File: src/rtl/alu_issue_pkg.sv
// Shared ALU definitions: opcode encodings, default widths and the issue-slot state type.
// Compile with ALU_ISSUE_FWD_EN defined to enable last-result forwarding in alu_issue.
package alu_issue_pkg;

    localparam int XLEN_DEF   = 32;
    localparam int REG_AW_DEF = 5;
    localparam int OP_W       = 5;

    typedef enum logic [OP_W-1:0] {
        OP_ADD  = 5'd0,
        OP_SUB  = 5'd1,
        OP_SLL  = 5'd2,
        OP_SLT  = 5'd3,
        OP_SLTU = 5'd4,
        OP_XOR  = 5'd5,
        OP_SRL  = 5'd6,
        OP_SRA  = 5'd7,
        OP_OR   = 5'd8,
        OP_AND  = 5'd9,
        OP_EQ   = 5'd10
    } alu_op_e;

    typedef enum logic {
        SLOT_EMPTY = 1'b0,
        SLOT_FULL  = 1'b1
    } slot_state_e;

endpackage

File: src/rtl/alu_scoreboard.sv
// Pending-write vector, one bit per architectural register; x0 never pending.
// A set and a clear of the same register in one cycle leave the bit set.
module alu_scoreboard
    import alu_issue_pkg::*;
#(
    parameter int REG_AW = REG_AW_DEF
) (
    input  logic              clk_i,
    input  logic              rst_ni,
    input  logic              set_en_i,
    input  logic [REG_AW-1:0] set_idx_i,
    input  logic              clr_en_i,
    input  logic [REG_AW-1:0] clr_idx_i,
    input  logic [REG_AW-1:0] rs1_idx_i,
    input  logic [REG_AW-1:0] rs2_idx_i,
    input  logic [REG_AW-1:0] rd_idx_i,
    output logic              rs1_pend_o,
    output logic              rs2_pend_o,
    output logic              rd_pend_o
);
    localparam int NREG = 1 << REG_AW;

    logic [NREG-1:0] pend_q;
    logic [NREG-1:0] pend_d;

    genvar gi;
    generate
        for (gi = 0; gi < NREG; gi++) begin : g_bit
            if (gi == 0) begin : g_zero
                assign pend_d[gi] = 1'b0;
            end else begin : g_reg
                assign pend_d[gi] = (set_en_i && (set_idx_i == REG_AW'(gi))) ? 1'b1 :
                                    (clr_en_i && (clr_idx_i == REG_AW'(gi))) ? 1'b0 :
                                    pend_q[gi];
            end
        end
    endgenerate

    always_ff @(posedge clk_i or negedge rst_ni) begin
        if (!rst_ni) begin
            pend_q <= '0;
        end else begin
            pend_q <= pend_d;
        end
    end

    assign rs1_pend_o = pend_q[rs1_idx_i];
    assign rs2_pend_o = pend_q[rs2_idx_i];
    assign rd_pend_o  = pend_q[rd_idx_i];

endmodule

File: src/rtl/alu_issue.sv
// Operand-issue stage ahead of the ALU: operand bypass, RAW/WAW hazard stall, one output slot.
// ALU_ISSUE_FWD_EN adds a one-deep last-result forwarding register.
module alu_issue
    import alu_issue_pkg::*;
#(
    parameter int XLEN   = XLEN_DEF,
    parameter int REG_AW = REG_AW_DEF
) (
    input  logic              CLK,
    input  logic              RST_X,
    input  logic              in_valid,
    output logic              in_ready,
    input  logic [OP_W-1:0]   in_op,
    input  logic [REG_AW-1:0] in_rd,
    input  logic [REG_AW-1:0] in_rs1,
    input  logic [REG_AW-1:0] in_rs2,
    input  logic              in_use_pc,
    input  logic              in_use_imm,
    input  logic [XLEN-1:0]   in_pc,
    input  logic [XLEN-1:0]   in_imm,
    input  logic [XLEN-1:0]   rf_rs1_data,
    input  logic [XLEN-1:0]   rf_rs2_data,
    input  logic              wb_valid,
    input  logic [REG_AW-1:0] wb_rd,
    input  logic [XLEN-1:0]   wb_data,
    output logic              alu_valid,
    input  logic              alu_ready,
    output logic [OP_W-1:0]   alu_op,
    output logic [XLEN-1:0]   alu_lhs,
    output logic [XLEN-1:0]   alu_rhs,
    output logic [REG_AW-1:0] alu_rd,
    input  logic [XLEN-1:0]   alu_res
);
    slot_state_e       state_q;
    logic [OP_W-1:0]   op_q;
    logic [XLEN-1:0]   lhs_q;
    logic [XLEN-1:0]   rhs_q;
    logic [REG_AW-1:0] rd_q;

    logic accept;
    logic fire;
    logic hazard;
    logic waw;
    logic rs1_pend;
    logic rs2_pend;
    logic rd_pend;
    logic [XLEN-1:0] last_res;

    logic [REG_AW-1:0] src_idx  [2];
    logic [XLEN-1:0]   src_rf   [2];
    logic              src_need [2];
    logic              src_pend [2];
    logic [XLEN-1:0]   src_val  [2];
    logic              src_raw  [2];

    assign alu_valid = (state_q == SLOT_FULL);
    assign alu_op    = op_q;
    assign alu_lhs   = lhs_q;
    assign alu_rhs   = rhs_q;
    assign alu_rd    = rd_q;

    assign fire   = alu_valid && alu_ready;
    assign accept = in_valid && in_ready;

`ifdef ALU_ISSUE_FWD_EN
    logic              last_v_q;
    logic [REG_AW-1:0] last_rd_q;
    logic [XLEN-1:0]   last_res_q;

    always_ff @(posedge CLK or negedge RST_X) begin
        if (!RST_X) begin
            last_v_q   <= 1'b0;
            last_rd_q  <= '0;
            last_res_q <= '0;
        end else if (fire && (rd_q != '0)) begin
            last_v_q   <= 1'b1;
            last_rd_q  <= rd_q;
            last_res_q <= alu_res;
        end
    end

    assign last_res = last_res_q;
`else
    logic unused_alu_res;
    assign unused_alu_res = ^alu_res;
    assign last_res       = '0;
`endif

    assign src_idx[0]  = in_rs1;
    assign src_idx[1]  = in_rs2;
    assign src_rf[0]   = rf_rs1_data;
    assign src_rf[1]   = rf_rs2_data;
    assign src_need[0] = !in_use_pc;
    assign src_need[1] = !in_use_imm;
    assign src_pend[0] = rs1_pend;
    assign src_pend[1] = rs2_pend;

    genvar gi;
    generate
        for (gi = 0; gi < 2; gi++) begin : g_src
            logic wb_hit;
            logic last_hit;
            logic slot_blk;

            assign wb_hit = wb_valid && (wb_rd == src_idx[gi]);
`ifdef ALU_ISSUE_FWD_EN
            assign last_hit = last_v_q && (last_rd_q == src_idx[gi]);
            // The slot's writer has not produced last_res yet, so the copy is stale.
            assign slot_blk = alu_valid && (rd_q == src_idx[gi]);
`else
            assign last_hit = 1'b0;
            assign slot_blk = 1'b0;
`endif
            assign src_val[gi] = (src_idx[gi] == '0) ? '0 :
                                 last_hit            ? last_res :
                                 wb_hit              ? wb_data :
                                 src_rf[gi];

            assign src_raw[gi] = src_need[gi] && src_pend[gi] && !wb_hit &&
                                 !(last_hit && !slot_blk);
        end
    endgenerate

    // A writeback retiring the old writer this cycle lets a new writer in.
    assign waw    = (in_rd != '0) && rd_pend && !(wb_valid && (wb_rd == in_rd));
    assign hazard = src_raw[0] || src_raw[1] || waw;

    assign in_ready = (!alu_valid || alu_ready) && !hazard;

    alu_scoreboard #(
        .REG_AW (REG_AW)
    ) u_scoreboard (
        .clk_i      (CLK),
        .rst_ni     (RST_X),
        .set_en_i   (accept && (in_rd != '0)),
        .set_idx_i  (in_rd),
        .clr_en_i   (wb_valid),
        .clr_idx_i  (wb_rd),
        .rs1_idx_i  (in_rs1),
        .rs2_idx_i  (in_rs2),
        .rd_idx_i   (in_rd),
        .rs1_pend_o (rs1_pend),
        .rs2_pend_o (rs2_pend),
        .rd_pend_o  (rd_pend)
    );

    always_ff @(posedge CLK or negedge RST_X) begin
        if (!RST_X) begin
            state_q <= SLOT_EMPTY;
            op_q    <= '0;
            lhs_q   <= '0;
            rhs_q   <= '0;
            rd_q    <= '0;
        end else begin
            case (state_q)
                SLOT_EMPTY: begin
                    if (accept) begin
                        state_q <= SLOT_FULL;
                        op_q    <= in_op;
                        lhs_q   <= in_use_pc  ? in_pc  : src_val[0];
                        rhs_q   <= in_use_imm ? in_imm : src_val[1];
                        rd_q    <= in_rd;
                    end
                end
                SLOT_FULL: begin
                    if (accept) begin
                        op_q  <= in_op;
                        lhs_q <= in_use_pc  ? in_pc  : src_val[0];
                        rhs_q <= in_use_imm ? in_imm : src_val[1];
                        rd_q  <= in_rd;
                    end else if (fire) begin
                        state_q <= SLOT_EMPTY;
                    end
                end
                default: state_q <= SLOT_EMPTY;
            endcase
        end
    end

endmodule
File: config.mk
export PLATFORM = sky130hd
export DESIGN_NAME = alu_issue
export DESIGN_NICKNAME = d
export VERILOG_FILES = /design/src/rtl/alu_issue_pkg.sv /design/src/rtl/alu_scoreboard.sv /design/src/rtl/alu_issue.sv
export SDC_FILE = /design/constraint.sdc
export NUM_CORES = 1
export LEC_CHECK = 0
export ABC_AREA = 1
export CAP_MARGIN = 20
export CORE_MARGIN = 4
export CORE_UTILIZATION = 36
export DETAILED_ROUTE_END_ITERATION = 12
export PLACE_DENSITY = 0.68
export SKIP_CTS_REPAIR_TIMING = 1
export SYNTH_ARGS = -nofsm -noshare
export SYNTH_HDL_FRONTEND = slang
export SYNTH_HIERARCHICAL = 1
export SYNTH_SLANG_ARGS = --single-unit
File: constraint.sdc
create_clock -name CLK -period 2.8 [get_ports CLK]
set_input_delay 0.7 -clock CLK [delete_from_list [all_inputs] [get_ports CLK]]
set_output_delay 0.7 -clock CLK [all_outputs]
set_load 0.05 [all_outputs]
== After elaboration in Yosys (flattened, before gate mapping) ==
Cells that the tools add are included.

* Equality and inequality tests: 65
* Add/subtract/negate cells: 0
* Div/mod/pow operators: 0
* Order comparisons: 3
* Shift operators: 0
* Reductions and logical operators: 119
* Multiplexer cells: 82
* Bitwise gates (word level): 1
* Multiply operators: 0

{| class="wikitable"
|+ Operator list
! operator !! number
|-
| $mux W32 || 8
|-
| $eq A5 B5 Y1 const B || 32
|-
| $eq A5 B4 Y1 const B || 16
|-
| $logic_and A1 B1 Y1 || 75
|-
| $mux W1 || 68
|-
| $reduce_bool A2 Y1 || 31
|-
| $eq A5 B3 Y1 const B || 8
|-
| $eq A5 B2 Y1 const B || 4
|-
| $lt A5 B6 Y1 const B || 3
|-
| $bmux W1 S5 || 3
|-
| $eq A5 B5 Y1 || 3
|-
| $eq A5 B1 Y1 const B || 2
|-
| $logic_not A5 Y1 || 2
|-
| $mux W5 || 2
|-
| $logic_not A1 Y1 || 7
|-
| $reduce_bool A5 Y1 || 1
|-
| $logic_or A1 B1 Y1 || 3
|-
| $pmux W1 S2 || 1
|-
| $not A1 Y1 || 1
|}

* Output and inout bits: 76
* Memories: 0
* Memory bits (read-only): 0
* RAM bits: 0
* Input port bits: 224
* Word-level logic and storage cells: 306
* Latch bits: 0
* Register bits: 106

== Logic depth before layout (Yosys ltp) ==
* Word-level depth: 12
* Gate-level depth with buffers: 25
* Depth with buffers taken out: 20

== Modules after synthesis ==
The synthesis kept the hierarchy.

{| class="wikitable"
|+ Modules (own cells, without submodules)
! module !! area an instance (um2) !! cells an instance !! seq. area each (um2) !! instances
|-
| alu_issue || 5347.6 || 896 || 1876.8 || 1
|-
| alu_scoreboard || 2484.9 || 422 || 775.7 || 1
|}

== Least setup slack after synthesis ==
OpenSTA, ideal clock, no wires.

* Path type: input port to flip-flop
* From: input port in_rs1[0]
* To: register u_scoreboard.pend_q[1]
* Cell stages on the path: 23
* Path buffers: 5
* Setup slack: 0.003 ns
* Arrival time: 2.732 ns
* Path through: buf_6 -> inv_6 -> buf_8 -> nand2_1 -> nand3_1 -> nand3_1 -> nand2_1 -> nand2_1 -> nand2_1 -> nand2_1 -> nand2_1 -> inv_1 -> nor2_1 -> a21oi_1 -> nand3_2 -> buf_4 -> buf_6 -> nor2_1 -> inv_1 -> nor2_1 -> buf_2 -> nand2_1 -> nand2_1

* Longest elaborated chain between the ends: 12

{| class="wikitable"
|+ RTL lines
! element !! line !! text
|-
| from (decl) || alu_issue.sv:15 || <nowiki>input logic [REG_AW-1:0] in_rs1,</nowiki>
|-
| $bmux W1 S5 (*) || alu_scoreboard.sv:47 || <nowiki>assign rs1_pend_o = pend_q[rs1_idx_i];</nowiki>
|-
| $mux W1 (not written as such) (*) || alu_scoreboard.sv:47 ||
|-
| net rs1_pend || alu_issue.sv:44 || <nowiki>logic rs1_pend;</nowiki>
|-
| $logic_and A1 B1 Y1 (*) (2 in series) || alu_issue.sv:119 || <nowiki>assign src_raw[gi] = src_need[gi] && src_pend[gi] && !wb_hit &&</nowiki>
|-
| $logic_or A1 B1 Y1 (*) (2 in series) || alu_issue.sv:126 || <nowiki>assign hazard = src_raw[0] || src_raw[1] || waw;</nowiki>
|-
| $logic_not A1 Y1 (*) || alu_issue.sv:128 || <nowiki>assign in_ready = (!alu_valid || alu_ready) && !hazard;</nowiki>
|-
| $logic_and A1 B1 Y1 (*) || alu_issue.sv:128 ||
|-
| $logic_and A1 B1 Y1 (*) || alu_issue.sv:63 || <nowiki>assign accept = in_valid && in_ready;</nowiki>
|-
| $logic_and A1 B1 Y1 (*) || alu_issue.sv:135 || <nowiki>.set_en_i (accept && (in_rd != '0)),</nowiki>
|-
| $logic_and A1 B1 Y1 (*) || alu_scoreboard.sv:32 || <nowiki>assign pend_d[gi] = (set_en_i && (set_idx_i == REG_AW'(gi))) ? 1'b1 :</nowiki>
|-
| $mux W1 / $reduce_bool A2 Y1 (equally long branches) || - ||
|-
| to (signal assigned) || alu_scoreboard.sv:43 || <nowiki>pend_q <= pend_d;</nowiki>
|-
| to (decl) || alu_scoreboard.sv:23 || <nowiki>logic [NREG-1:0] pend_q;</nowiki>
|}

The timed path passes the listed nets; every way through them passes the cells marked *. The select of a mux whose other input is x is not followed.
A chain may end at the register's enable or synchronous reset.

== Worst setup path after layout ==
* From: input port in_rd[0]
* To: output port in_ready

* Longest elaborated chain between the ends: 7

{| class="wikitable"
|+ RTL lines
! element !! line !! text
|-
| from (decl) || alu_issue.sv:14 || <nowiki>input logic [REG_AW-1:0] in_rd,</nowiki>
|-
| $bmux W1 S5 || alu_scoreboard.sv:49 || <nowiki>assign rd_pend_o = pend_q[rd_idx_i];</nowiki>
|-
| $mux W1 (not written as such) || alu_scoreboard.sv:49 ||
|-
| net rd_pend || alu_issue.sv:46 || <nowiki>logic rd_pend;</nowiki>
|-
| $logic_and A1 B1 Y1 (2 in series) || alu_issue.sv:125 || <nowiki>assign waw = (in_rd != '0) && rd_pend && !(wb_valid && (wb_rd == in_rd));</nowiki>
|-
| $logic_or A1 B1 Y1 || alu_issue.sv:126 ||
|-
| $logic_not A1 Y1 || alu_issue.sv:128 ||
|-
| $logic_and A1 B1 Y1 || alu_issue.sv:128 ||
|-
| to (decl) || alu_issue.sv:12 || <nowiki>output logic in_ready,</nowiki>
|}

The timed path passes the listed nets, and every way through them passes these cells. The select of a mux whose other input is x is not followed.

==> out/qor.csv <==
stage,metric,value,unit
routing,drtAntennaViolNets,0,
power,p_clk_frac,0.184,
worst_setup_path,crit_path_start,in_rd[0],
timing,skew,0.0209,ns
routing,avgRoutedWirePerCell,17.5,microns
routing,remaining_drc_errors,0,
timing,drv_slew,0,
worst_setup_path,reg2reg_from,u_scoreboard/pend_q[13]$_DFFE_PN0P_,
global_route,grt_pass1_wl,49.8,mm
worst_setup_path,required,2.10,ns
timing,setup_viol,1,
timing,rsz0062_at_grt,yes,
status,outcome,"finished, violations left",
timing,period_share,1.02,
logic_synthesis,yosysTopAreaCell,dfrtp_1,
logic_synthesis,ys_seq_area_frac,0.339,
cells_and_area,syn2layout_area_growth,52.6,%
logic_synthesis,netlist_area,7830,sq um
timing,tightest_slew,0.631,ns
cells_and_area,fin_nets,1841,
run,drv_cap,0,
global_route,grt_usage,0.263,
cells_and_area,fin_cells,1900,
worst_setup_path,rr_worst_depth,19,
floorplan,dieArea,24200,sq um
power,switching_share,0.458,
power,total_leakage_power,6.50,nW
routing,viasPerCell,5.03,
floorplan,die_h,156,microns
place,dp_cells,1865,
logic_synthesis,synth_top_family_by_area,simple AND/OR/NAND/NOR gates,
floorplan,initial_core_util,0.369,
cts,clock-sinks,106,
logic_synthesis,synthAdderAreaFrac,0,
logic_synthesis,synth_top_area_frac,0.339,
logic_synthesis,synth_edf_count,0,
timing,max_freq,0.352,GHz
floorplan,rows,53,
logic_synthesis,synth_compound_area_frac,0.0254,
power,fin_total_pwr,7.41,mW
timing,period_minus_slack,2.84,ns
global_route,grt_max_degree,75,
logic_synthesis,synth_xor_xnor_area_share,0,
place,port-buffer-count,267,
power,vdd_drop_max,0.000354,V
logic_synthesis,synth_cells,1318,
floorplan,die_x,156,microns
worst_setup_path,critPathCaptureType,output port,
cells_and_area,drive_gt1_frac,0.109,
logic_synthesis,synth-seq-cells,106,
cts,htree_levels,3,
global_route,grt_pass1_vias,8801,
cts,cts.root.buffer_cell,clkbuf_16,
power,internal_power,4.02,mW
worst_setup_path,ff2ff_setup_slack,0.47,ns
logic_synthesis,synth.most_common_cell,nand2_1,
timing,setup_tns,-0.0434,ns
logic_synthesis,syn-num-nets,1542,
floorplan,pin_count,300,
routing,drt_iter0_drc,697,
place,dpl.hpwl,24.4,mm
worst_setup_path,critPathLaunchType,input pin,
global_route,grt_antenna_before_repair,4,
logic_synthesis,yosys_warnings,6,
worst_setup_path,critical_path_class,input pin to output port,
place,gp_congestion,1.05,
cts,cts_tree,built,
worst_setup_path,path_max_fanout,7,
power,power_density,620,nW/um^2
timing,final-hold-violation-count,0,
place,placed_cell_area,11200,sq um
logic_synthesis,synth_ff_type,dfrtp_1,
worst_setup_path,cp.arrival,2.14,ns
power,p_switching,3.40,mW
routing,wl,33.3,mm
place,dpl_worst_slack,-0.451,ns
cts,worstSkewPairLatency,0.37,ns
cells_and_area,final_util,0.563,
worst_setup_path,rr_endpoint,u_scoreboard/pend_q[3]$_DFFE_PN0P_,
logic_synthesis,synth.avg_cell_area,5.94,sq um
timing,relSlewSlack,0.578,
logic_synthesis,yosysUniqueCellTypes,24,
logic_synthesis,synth_area_leaders,"dfrtp_1, nand2_1, nand3_1",
routing,vias,9550,
timing,worst_slack,-0.0434,ns
cts,cts_buffer_depth,2,
status,violations,negative setup slack,
cts,clk_pin_slew_worst_paths,0.08,ns
logic_synthesis,async_flop_share,1.00,
cts,cts_inserted_buffers,9,
logic_synthesis,synth_mux_area_frac,0,
power,power_frac_seq,0.313,
cells_and_area,fin_area,12000,sq um
logic_synthesis,synthSimpleGateAreaFrac,0.500,
routing,drt-pass1-iter-count,6,
floorplan,core,21200,sq um
global_route,grt_overflow_total,0,
timing,hold_slack,0.218,ns
power,power_frac_comb,0.503,
logic_synthesis,netlist_top_cells_count,"nand2_1, nand3_1, inv_1",
worst_hold_path,hp-class,input pin to asynchronous set/reset pin,
==> kinds of logic after synthesis <==
| logic type | after synthesis |
|---|---|
| AO/OA/AOI/OAI | 38 |
| AND/OR/NAND/NOR | 941 |
| buffers and inverters | 233 |
| flip-flops | 106 |
==> worst max-delay path: stages <==
cell and delay [ns]:
buf_8 0.10, buf_6 0.12, clkinv_8 0.06, buf_8 0.12
buf_6 0.09, nand2_2 0.04, nand3_2 0.07, nand3_2 0.07
nand3_2 0.08, nand2_2 0.06, nand2_1 0.06, nand2_1 0.06
nand2_1 0.06, inv_1 0.04, nand2_1 0.06, nand2_2 0.07
nor2_4 0.14, buf_12 0.14
==> worst max path at each step <==
stage | endpoint | slack, ns | cells after the start
finish | in_ready | -0.04 | 18
global route | in_ready | -0.14 | 18
CTS | in_ready | -0.45 | 17
detailed placement | u_scoreboard/pend_q[3]$_DFFE_PN0P_ | -0.45 | 22
global placement | in_ready | -0.45 | 17
floorplan | u_scoreboard/pend_q[1]$_DFFE_PN0P_ | 0.003 | 23
==> final cells by class <==
cell class / count / area (sq um)
diodes: 3 / 7.51
repair buffers: 359 / 3720
clock inverters: 7 / 81.3
multi-input cells: 979 / 4270
well taps: 275 / 344
clock buffers: 9 / 225
inverters: 161 / 642
fillers: 2106 / 9270
repair inverters: 1 / 8.76
flip-flops and latches: 106 / 2650
==> metal layers <==
layer	part of all wire	up-vias	GRT usage
met5	0.00060	-	0
met4	0.026	2	0.0946
met3	0.092	51	0.0609
met2	0.48	444	0.418
met1	0.41	4376	0.352
li1	-	4677	-
==> cell usage in the layout (no fill, tap or decap), drive strengths merged <==
cell	count
o31ai	1
clkinv	5
inv	163
clkbuf	13
diode	3
a21oi	4
o21ai	31
nor2	47
buf	95
clkdlybuf4s50	245
nand4	1
dlymetal6s2s	15
o21bai	1
nand2	607
nand3	284
dfrtp	106
bufinv	1
or2	2
a31o	1
==> flip-flops by register name, summed over array words and instances, names as in the netlist <==
| register | flops |
|---|---|
| alu_lhs | 32 |
| alu_op | 5 |
| alu_rd | 5 |
| alu_rhs | 32 |
| alu_valid | 1 |
| u_scoreboard/pend_q | 31 |
==> power by group through the flow <==
stage	Clock, mW	Sequential, mW	Combinational, mW
5_1_grt	1.45	2.37	3.97
2_1_floorplan	0	3.38	1.03
6_report	1.37	2.32	3.73
3_3_place_gp	0	2.31	3.63
3_5_place_dp	0	2.31	3.65
4_1_cts	1.38	2.30	3.66
(Power assumes the default switching activity.)
==> variant (same settings) <==
`XLEN_DEF`: 32 -> 16.
--- a/src/rtl/alu_issue_pkg.sv
+++ b/src/rtl/alu_issue_pkg.sv
@@ -2,7 +2,7 @@
 // Compile with ALU_ISSUE_FWD_EN defined to enable last-result forwarding in alu_issue.
 package alu_issue_pkg;
 
-    localparam int XLEN_DEF   = 32;
+    localparam int XLEN_DEF   = 16;
     localparam int REG_AW_DEF = 5;
     localparam int OP_W       = 5;
 
Interface: changed (8 resized); port bits go from 300 to 172. No check against the original RTL was run, so the function may have changed too.
==> variant against the original RTL <==
The flow still finishes with violations (negative setup slack); register-to-register slack got worse by 0.04 ns; sequential cell count decreased by 32; synthesized area decreased by 27%; power decreased by 29%; final cell count decreased by 28%; via count decreased by 29%; routed wire length decreased by 35%; design area decreased by 29%; sequential power decreased by 31%; worst setup slack got worse by 0.018 ns; clock power decreased by 5%; non-clock buffer count decreased by 127; highest routed layer is now met4.
==> variant: results (changes against the original RTL) <==
* R2r startpoint: u_scoreboard/pend_q[21] (was u_scoreboard/pend_q[13])
* Unique masters post-synth at 27 (was 24)
* Violated checks: negative setup slack (unchanged)
* Total number of vias at 6,787 (was 9,550)
* R2R Setup Slk at 0.43 ns (was 0.47 ns)
* Post-synthesis mux area share at 0% (unchanged)
* # nets final at 1,278 (was 1,841)
* Number of global-route vias before repair at 6,003 (was 8,801)
* Largest net degree at the start of global routing at 48 (was 75)
* Syn nets at 1,075 (was 1,542)
* Layout cells sized above 1 at 13.33% (was 10.91%)
* Setup WS pre-CTS at -0.4883 ns (was -0.4507 ns)
* Pleak at 4.581 nW (was 6.501 nW)
* Clock Latency Late Sink at 0.34 ns (was 0.37 ns)
* Met3 wire length at 2.039 mm (was 3.075 mm)
* Worst Tran Pin Value at 0.5621 ns (was 0.6312 ns)
* Ys async rst share at 100.0% (unchanged)
* Fill count at 1,489 (was 2,106)
* Global-route wire length before repair at 32.23 mm (was 49.84 mm)
* Crit Path Max Fanout at 5 (was 7)
* Met2 WL at 9.550 mm (was 15.82 mm)
* Post-synthesis sequential area ratio at 32.51% (was 33.87%)
* Gp weighted congestion at 0.9330 (was 1.048)
* Clock slew at reported path FFs at 0.06 ns (was 0.08 ns)
* Total GRT Usage at 22.56% (was 26.29%)
* M1 wire length at 9.604 mm (was 13.50 mm)
* Compound-Gate Fraction of Synth Area at 3.647% (was 2.540%)
* Starting DRT DRC Count at 841 (was 697)
* CP peak stage delay at 0.47 ns (was 0.14 ns)
* Register area at 1852 um2 (was 2653 um2)
* Reg2reg path depth at 22 (was 19)
* Top cells by count, synth: 442 x nand2_1, 184 x nand3_1, 99 x inv_1, 74 x dfrtp_1, 42 x nor2_1 (was 606 x nand2_1, 281 x nand3_1, 150 x inv_1, 106 x dfrtp_1, 45 x nor2_1)
* Max Used Layer: met4 (was met5)
* Initial antenna violation count at 0 (was 4)
* Setup tns final at -0.06138 ns (was -0.04341 ns)
* Antenna Cells at 0 (was 3)
* R2R Path End: u_scoreboard/pend_q[7] (was u_scoreboard/pend_q[3])
* Final setup vio count at 1 (unchanged)
* Top cells by area, synth: dfrtp_1 33%, nand2_1 29%, nand3_1 16% (was dfrtp_1 34%, nand2_1 29%, nand3_1 18%)
* Placement-stage cell area at 7785 um2 (was 11,210 um2)
* H-tree levels at 3 (unchanged)
* Most flop-heavy register: u_scoreboard/pend_q
* Status: complete, but fails checks (unchanged)
* Crit path DAT at 2.16 ns (was 2.14 ns)
* Final setup margin at -0.06138 ns (was -0.04341 ns)
* HPWL Detailed at 15.49 mm (was 24.40 mm)
* Final Skew at 0.003854 ns (was 0.02091 ns)
* IO buf count at 155 (was 267)
* WL final at 21.56 mm (was 33.29 mm)
-- variant: report_power, final --
part / total, mW / switching, mW / internal (mW) / leakage, nW
registers: 1.60 / 0.243 / 1.36 / 0.941
clock network: 1.30 / 0.491 / 0.807 / 0.159
logic: 2.38 / 1.51 / 0.872 / 3.48
-- variant: metal layers --
metal,vias up,global-route usage (%)
li1,3345,-
met1,3102,32.80
met2,308,33.89
met3,32,4.051
met4,0,7.429
met5,-,0
-- variant: worst max-delay path by stage --
stage	startpoint	to	slack, ns	cells past startpoint
4_1_cts	in_rs2[0]	in_ready	-0.51	17
6_report	wb_rd[3]	in_ready	-0.06	11
3_5_place_dp	in_rs2[0]	in_ready	-0.49	17
5_1_grt	in_rs2[0]	in_ready	-0.15	17
2_1_floorplan	in_rd[0]	u_scoreboard/pend_q[1]	0.12	24
3_3_place_gp	in_rs2[0]	in_ready	-0.47	17
-- variant: per-stage QoR --
step | hold slack [ns] | cells
floorplan | 0.4044 | 947
finish | 0.2815 | 1366
global route | 0.3098 | 1366
detailed placement | 0.4614 | 1337
CTS | 0.2898 | 1353
global placement | 0.4559 | 1337
-- variant: kinds of logic (layout without fill, tap and decap cells) --
| kind of cell | count (synthesis) | after routing |
|---|---|---|
| DFF | 74 | 74 |
| AOI/OAI and AO/OA | 38 | 38 |
| buffers and inverters | 153 | 361 |
| and+or+nand+nor | 682 | 682 |
-- variant: cell type report --
cell class	count	area share, %
repair inverters	1	0.1035
repair buffers	232	27.67
clock inverters	6	1.065
multi-input cells	720	37.97
well taps	211	3.121
clock buffers	10	2.825
flip-flops and latches	74	21.89
inverters	112	5.354
-- variant: worst max-delay path: cells and delay by family --
family	cells	cell delay, ns
AO/OA/AOI/OAI	1	0.08
buffers and inverters	4	0.80
AND/OR/NAND/NOR	6	0.56
